`src/rtl/proc_pkg.sv`:
```
// proc_pkg: definitions shared by the 9-bit core and its fetch sequencer.
//   - opcode constants (EXT prefix, HALT)
//   - core FSM state encoding as seen on the core_state bus
//   - fetch sequencer state encoding
// The sequencer states XREQ/XWAIT exist only when FETCH_EXT_PREFIX_EN is defined.
package proc_pkg;

   localparam logic [3:0] OP_EXT  = 4'b1110;
   localparam logic [3:0] OP_HALT = 4'b1101;

   typedef enum logic [1:0] {
      CORE_FETCH   = 2'b00,
      CORE_EXECUTE = 2'b01,
      CORE_MEM     = 2'b10,
      CORE_HALTED  = 2'b11
   } core_state_t;

   typedef enum logic [2:0] {
      FS_IDLE   = 3'd0,
      FS_REQ    = 3'd1,
      FS_WAIT   = 3'd2,
`ifdef FETCH_EXT_PREFIX_EN
      FS_XREQ   = 3'd3,
      FS_XWAIT  = 3'd4,
`endif
      FS_READY  = 3'd5,
      FS_HALTED = 3'd6
   } fetch_state_t;

   // True when a 9-bit instruction word carries the EXT prefix opcode.
   function automatic logic is_ext(input logic [8:0] word);
      return (word[8:5] == OP_EXT);
   endfunction

endpackage

```
`src/rtl/fetch_ctrl.sv`:
```
// fetch_ctrl: instruction-fetch sequencer for the 9-bit core.
// Owns the fetch PC, reads instruction memory with a fixed latency, presents
// the instruction (instr/pc) to the core and stalls it via core_start until
// the instruction is ready. Follows core branches and stops on core_done.
//
// Parameters: RESET_PC (PC after reset), IMEM_LAT (memory read latency, 1..4).
// Ports:
//   clk, reset_n        clock, asynchronous active-low reset
//   host_hold           host freeze, keeps the core stalled
//   imem_addr/rdata     instruction memory address (registered) / read data
//   core_state, core_pc_load, core_pc_target, core_done   core status inputs
//   core_start          high stalls the core
//   instr, pc           instruction presented to the core and its address
//   ext_valid/ext_data  EXT immediate strobe and value
//   halted              sequencer has stopped
// Build option: FETCH_EXT_PREFIX_EN enables two-word EXT prefix unpacking;
// without it opcode 1110 is an ordinary single-word instruction.
module fetch_ctrl
   import proc_pkg::*;
#(
   parameter logic [7:0]  RESET_PC = 8'h00,
   parameter int unsigned IMEM_LAT = 1
) (
   input  logic       clk,
   input  logic       reset_n,
   input  logic       host_hold,
   output logic [7:0] imem_addr,
   input  logic [8:0] imem_rdata,
   input  logic [1:0] core_state,
   input  logic       core_pc_load,
   input  logic [7:0] core_pc_target,
   input  logic       core_done,
   output logic       core_start,
   output logic [8:0] instr,
   output logic [7:0] pc,
   output logic       ext_valid,
   output logic [7:0] ext_data,
   output logic       halted
);

   // Wait counter reload: WAIT/XWAIT last IMEM_LAT cycles, the last one latches data.
   localparam logic [1:0] LAT_M1 = 2'(IMEM_LAT - 1);

   fetch_state_t state_q;
   logic [7:0]   fetch_pc_q;
   logic [7:0]   next_pc_d;
   logic [7:0]   imem_addr_q;
   logic [8:0]   instr_q;
   logic [7:0]   pc_q;
   logic [1:0]   wait_cnt_q;
   logic         core_start_q;
   logic         halted_q;
`ifdef FETCH_EXT_PREFIX_EN
   logic         ext_valid_q;
   logic [7:0]   ext_data_q;
`endif

   // Next fetch address once the core executes the presented instruction.
   always_comb begin
      next_pc_d = fetch_pc_q + 8'd1;
      if (core_pc_load) begin
         next_pc_d = core_pc_target;
      end
`ifdef FETCH_EXT_PREFIX_EN
      else if (is_ext(instr_q)) begin
         next_pc_d = fetch_pc_q + 8'd2;
      end
`endif
      else begin
         next_pc_d = fetch_pc_q + 8'd1;
      end
   end

   // Fetch sequencer FSM with all outputs registered.
   // pc_q (the core-visible PC) only moves together with instr_q, so both stay
   // stable through the core's MEM cycle even though fetch_pc_q already moved on.
   always_ff @(posedge clk or negedge reset_n) begin
      if (!reset_n) begin
         state_q      <= FS_IDLE;
         fetch_pc_q   <= RESET_PC;
         imem_addr_q  <= RESET_PC;
         instr_q      <= 9'h000;
         pc_q         <= RESET_PC;
         wait_cnt_q   <= 2'd0;
         core_start_q <= 1'b1;
         halted_q     <= 1'b0;
`ifdef FETCH_EXT_PREFIX_EN
         ext_valid_q  <= 1'b0;
         ext_data_q   <= 8'h00;
`endif
      end else begin
         // Stall by default; only states that end up in READY release the core.
         core_start_q <= 1'b1;
`ifdef FETCH_EXT_PREFIX_EN
         ext_valid_q  <= 1'b0;
`endif
         if (core_done) begin
            state_q  <= FS_HALTED;
            halted_q <= 1'b1;
         end else begin
            case (state_q)
               FS_IDLE: begin
                  if (!host_hold) begin
                     imem_addr_q <= fetch_pc_q;
                     state_q     <= FS_REQ;
                  end else begin
                     state_q     <= FS_IDLE;
                  end
               end
               FS_REQ: begin
                  wait_cnt_q <= LAT_M1;
                  state_q    <= FS_WAIT;
               end
               FS_WAIT: begin
                  if (wait_cnt_q == 2'd0) begin
                     instr_q <= imem_rdata;
                     pc_q    <= fetch_pc_q;
`ifdef FETCH_EXT_PREFIX_EN
                     if (is_ext(imem_rdata)) begin
                        // Data word address wraps modulo 256.
                        imem_addr_q <= fetch_pc_q + 8'd1;
                        state_q     <= FS_XREQ;
                     end else begin
                        core_start_q <= host_hold;
                        state_q      <= FS_READY;
                     end
`else
                     core_start_q <= host_hold;
                     state_q      <= FS_READY;
`endif
                  end else begin
                     wait_cnt_q <= wait_cnt_q - 2'd1;
                  end
               end
`ifdef FETCH_EXT_PREFIX_EN
               FS_XREQ: begin
                  wait_cnt_q <= LAT_M1;
                  state_q    <= FS_XWAIT;
               end
               FS_XWAIT: begin
                  if (wait_cnt_q == 2'd0) begin
                     ext_data_q   <= imem_rdata[7:0];
                     ext_valid_q  <= 1'b1;
                     core_start_q <= host_hold;
                     state_q      <= FS_READY;
                  end else begin
                     wait_cnt_q <= wait_cnt_q - 2'd1;
                  end
               end
`endif
               FS_READY: begin
                  if (core_state == CORE_EXECUTE) begin
                     fetch_pc_q  <= next_pc_d;
                     imem_addr_q <= next_pc_d;
                     state_q     <= FS_REQ;
                  end else begin
                     core_start_q <= host_hold;
                     state_q      <= FS_READY;
                  end
               end
               FS_HALTED: begin
                  halted_q <= 1'b1;
                  state_q  <= FS_HALTED;
               end
               default: begin
                  // Unreachable encoding: restart fetching from the current PC.
                  state_q <= FS_IDLE;
               end
            endcase
         end
      end
   end

   assign imem_addr  = imem_addr_q;
   assign instr      = instr_q;
   assign pc         = pc_q;
   assign core_start = core_start_q;
   assign halted     = halted_q;
`ifdef FETCH_EXT_PREFIX_EN
   assign ext_valid  = ext_valid_q;
   assign ext_data   = ext_data_q;
`else
   assign ext_valid  = 1'b0;
   assign ext_data   = 8'h00;
`endif

endmodule

```
`config.mk`:
```
export PLATFORM = sky130hd
export DESIGN_NAME = fetch_ctrl
export DESIGN_NICKNAME = d
export VERILOG_FILES = /design/src/rtl/proc_pkg.sv /design/src/rtl/fetch_ctrl.sv
export SDC_FILE = /design/constraint.sdc
export NUM_CORES = 1
export LEC_CHECK = 0
export ABC_CLOCK_PERIOD_IN_PS = 1690
export BUFFER_PORTS_ARGS = -buffer_cell sky130_fd_sc_hd__buf_2
export CAP_MARGIN = 30
export CORE_MARGIN = 2
export CORE_UTILIZATION = 46
export CTS_BUF_LIST = sky130_fd_sc_hd__clkbuf_8 sky130_fd_sc_hd__clkbuf_16
export DETAILED_ROUTE_END_ITERATION = 16
export PLACE_DENSITY = 0.75
export SLEW_MARGIN = 10
export SYNTH_ARGS = -nofsm -noshare
export SYNTH_HDL_FRONTEND = slang
export SYNTH_SLANG_ARGS = --single-unit
export TNS_END_PERCENT = 10
```
`constraint.sdc`:
```
create_clock -name clk -period 1.69 [get_ports clk]
set_input_delay 0.0845 -clock clk [delete_from_list [all_inputs] [get_ports clk]]
set_output_delay 0.0845 -clock clk [all_outputs]
set_load 0.01 [all_outputs]
```
[After elaboration in Yosys (flattened, before gate mapping)]
Index checks and enable logic that the tools add are counted.
Cells by class
  add/subtract/negate cells: 2
  eq/ne operators: 9
  mux-type cells: 17
  reduce and logical (&&, ||, !) cells: 9
  bitwise gates (word level): 1
Operators by type and width (number)
  $mux 8: 3
  $pmux 8 s2: 1
  $pmux 3 s5: 1
  $mux 3: 3
  $reduce_and 3->1: 3
  $add 8x1->8 const B: 1
  $eq 3x3->1 const B: 2
  $mux 1: 6
  $ne 2x2->1 const B: 3
  $reduce_bool 2->1: 3
  $pmux 2 s2: 1
  $reduce_and 4->1: 1
  $eq 3x1->1 const B: 1
  $eq 3x2->1 const B: 1
  $logic_not 3->1: 1
  $ne 3x3->1 const B: 1
  $eq 2x1->1 const B: 1
  $logic_not 2->1: 1
  $mux 2: 1
  $pmux 1 s2: 1
  $sub 2x1->2 const B: 1
  $not 1->1: 1
Storage, ports and cells
  input bits: 24
  output and inout port bits: 36
  register bits: 40

[Depth between registers and ports, before layout]
  word-level depth: 4
  gate-level depth with buffers: 6
  gate-level depth less buffers: 6

[Least setup slack after synthesis]
OpenSTA, ideal clock, no wires.
  kind: register to register
  start point: register state_q[2]
  end point: register imem_addr_q[0], in the netlist imem_addr[0]
  setup time: 0.125 ns
  path slack: 0.026 ns
  buffers on the path: 2
  required time: 1.565 ns
  arrival: 1.539 ns
  cell stages (with the launch flop): 7
  cells stage by stage: dfrtp_1 buf_6 or2_4 nor4_4 or2_1 buf_6 mux2_4
On the way
  cells in the longest elaborated chain, start to end: 3
  elaborated cells on any way between the ends: 7
RTL lines
  from (decl): RTL line fetch_ctrl.sv:44  | fetch_state_t state_q;
  from (signal assigned): RTL line fetch_ctrl.sv:79  | state_q <= FS_IDLE;
  from (signal assigned): RTL line fetch_ctrl.sv:98  | state_q <= FS_HALTED;
  from (signal assigned): RTL line fetch_ctrl.sv:105  | state_q <= FS_REQ;
  $eq 3x3->1 or $logic_not 3->1 (tied branches): RTL line fetch_ctrl.sv:101  | case (state_q)
  $ne 2x2->1 (no line) or $reduce_bool 2->1 (tied branches)
  $reduce_and 4->1 (no line)
  to (signal assigned): RTL line fetch_ctrl.sv:104  | imem_addr_q <= fetch_pc_q;
  to (signal assigned): RTL line fetch_ctrl.sv:154  | imem_addr_q <= next_pc_d;
  to (decl): RTL line fetch_ctrl.sv:47  | logic [7:0] imem_addr_q;
Several ways; a longest one is shown, not always the timed one.
A chain may end at the register's enable or synchronous reset.

[Worst setup path after layout]
  start point: register wait_cnt_q[0]
  end point: register pc_q[4], in the netlist pc[4]
On the way
  cells in the longest elaborated chain, start to end: 2
RTL lines
  from (decl): RTL line fetch_ctrl.sv:50  | logic [1:0] wait_cnt_q;
  from (signal assigned): RTL line fetch_ctrl.sv:132  | wait_cnt_q <= wait_cnt_q - 2'd1;
  $logic_not 2->1: RTL line fetch_ctrl.sv:115  | if (wait_cnt_q == 2'd0) begin
  $reduce_and 3->1 (no line)
  to (signal assigned): RTL line fetch_ctrl.sv:117  | pc_q <= fetch_pc_q;
  to (decl): RTL line fetch_ctrl.sv:49  | logic [7:0] pc_q;
No other way between the ends.

==> results.ini <==
[setup_path]
end_kind = register
worstSetupStartpointType = register
critPathRequiredTime_ps = 1870
path_class = reg -> reg
critPathMaxFanout = 17
path_cells = inv_1, ha_2, nand3b_1, nor2_4, buf_12, mux2_2
cp_slowest_cell = dfrtp_1
arrival_ps = 1770
max_stage_delay_ps = 400

[global_route]
track_usage = 0.1721
grt_pass1_vias = 1554
grt_pass1_wl_mm = 6.879
gr-total-overflow = 0
grt_start_max_net_pins = 41
grt_antenna_before_repair = 0

[clock_tree]
numCtsBuffers = 5
clk_pin_slew_worst_paths_ps = 80
cts.sinks = 40
cts.path.max_buffers = 2
clk_latency_ps = 290
htreeDepth = 2
root_buffer = clkbuf_8
cts_tree = done

[detailed_routing]
vias = 1548
wl_met2_mm = 1.874
first_iter_violations = 67
route.met3.wl_um = 248
wl_per_cell_um = 13.37
wl_mm = 4.012
drtAntennaViolNets = 0
wl_met1_mm = 1.845
routed_via_density = 5.160
drc = 0
drt_pass1_iterations = 4
highest_layer = met4

[yosys]
synth.avg_cell_area_um2 = 10.93
yosysWarningCount = 0
synth_cells = 188
synthSimpleGateAreaFrac = 0.1613
synthFlopType = dfrtp_1
netlist_area_um2 = 2056
synth.area.mux_share = 0.1248
postSynth.asyncResetShare = 1.000
synth_top_family_by_area = simple AND/OR/NAND/NOR gates
yosysUniqueCellTypes = 46
synth_edf_count = 0
synthAdderAreaFrac = 0.01217
ys_ff_latch = 40
synth_compound_area_frac = 0.1248
seq_area_frac_synth = 0.4875
synth-xor-area-share = 0.008521

[final_layout]
stdcell_count = 300
layout_commonest_cell = buf_2
layout.nets = 273
synthToLayoutAreaGrowth_pct = 21.73
final_cell_mix = 50 x buf_2, 38 x dfrtp_1, 16 x nand2_1
drive_above_1_share = 0.3669
antenna_cells = 0
final_util = 0.5787

[timing]
setup_violations = 0
slew_viol_final = 0
layout_worst_path_cycle_share = 0.9377
hold_viol = 0
finClkSkew_ps = 4.523
fmax_mhz = 631.0
holdWs_ps = 9.106
fin_crit_ps = 1585

[floorplanning]
die_w_um = 70.85
coreArea_um2 = 4324
dieArea_um2 = 5020
initial_core_util = 0.4754
ios = 60
row_count = 24
die_h_um = 70.85

[pwr]
p_leak_nw = 1.241
power_density_nw_per_um2 = 1095
finalPower_mw = 2.740
peakVddDrop_v = 0.0004941

[hold_path]
min_path_type = in -> reg

[outcome]
status = finished clean

[placement]
port-buffer-count = 50
gp_congestion = 0.7931
dp_hpwl_mm = 2.916
place_inst = 289

[flow_run]
cap_violations = 0

-- worst max-delay path: cells and delay by family (launching register included) --
kind | cells | cell delay, ps
fa+ha+maj | 1 | 210
buf+inv | 2 | 240
flops | 1 | 400
mux | 1 | 340
simple gates | 2 | 290
-- per-layer routing --
metal	vias to the layer above	global-route usage
li1	764	-
met1	730	0.2264
met2	49	0.2793
met3	5	0.04558
met4	0	0.05451
met5	-	0
-- sequential cells by signal, summed over array words and instances, names as in the netlist --
signal,flops
core_start,1
wait_cnt_q,2
instr,9
pc,8
state_q,3
fetch_pc_q,8
halted,1
imem_addr,8
-- synth_stat cells, drive strengths merged, types with 3 or more instances --
cell     n  area [µm²]
a21oi    5       25.02
nand3    4       20.02
o21ai   12       60.06
dfrtp   39       975.9
nor2    13       56.30
buf     17       128.9
nor3     5       36.29
nand2   16       60.06
nand3b   3       35.03
o211ai   3       22.52
nand2b   6       40.04
a211o    3       26.28
or3      3       18.77
mux2    20       236.5
inv      7       26.28
-- area by class of cell --
type / instances / area [µm²]
Multi-Input combinational cell: 130 / 930.9
Tap cell: 52 / 65.06
Inverter: 7 / 26.28
Fill cell: 414 / 1822
Clock inverter: 3 / 42.54
Clock buffer: 5 / 68.82
Sequential cell: 40 / 1003
Timing Repair Buffer: 63 / 365.4
-- through the flow --
stage / setup TNS (ps) / setup WS [ps] / cell area [µm²]
2_1_floorplan: 0 / 25.80 / 2086
3_3_place_gp: 0 / 66.78 / 2352
3_5_place_dp: 0 / 45.09 / 2352
4_1_cts: 0 / 27.49 / 2474
5_1_grt: -31.71 / -5.696 / 2502
6_report: 0 / 105.2 / 2502
-- cells by family after synthesis --
kind of cell | Yosys count
AND/OR/NAND/NOR | 57
flip-flops | 40
AO/OA/AOI/OAI | 38
buffers and inverters | 26
multiplexers | 22
adder cells (fa/ha/maj) | 2
XOR/XNOR | 2
other | 1
-- repair_timing --
item / CTS / global route
resized for setup: 0 / 5
setup buffers: 0 / 1
endpoints found under the setup margin: 0 / 21
hold endpoints to repair: 39 / 1
hold buffers: 1 / 1
-- where the power goes --
part | switching [mW] | internal (mW)
Clock | 0.335 | 0.437
Sequential | 0.118 | 1.17
Combinational | 0.337 | 0.344
Total | 0.790 | 1.95
-- worst paths after layout --
| check | from | endpoint | slack [ps] | cells after the start |
|---|---|---|---|---|
| max in group asynchronous | reset_n | core_start$_DFF_PN1_ | 940 | 3 |
| max | wait_cnt_q[0]$_DFFE_PN0P_ | pc[4]$_DFFE_PN0P_ | 110 | 6 |
| min | imem_rdata[7] | instr[7]$_DFFE_PN0P_ | 9 | 2 |
| max reg2reg | wait_cnt_q[0]$_DFFE_PN0P_ | pc[4]$_DFFE_PN0P_ | 110 | 6 |
| min reg2reg | instr[5]$_DFFE_PN0P_ | instr[5]$_DFFE_PN0P_ | 480 | 1 |
| min in group asynchronous | reset_n | pc[3]$_DFFE_PN0P_ | 380 | 3 |
Power figures use the tool's default switching activity.
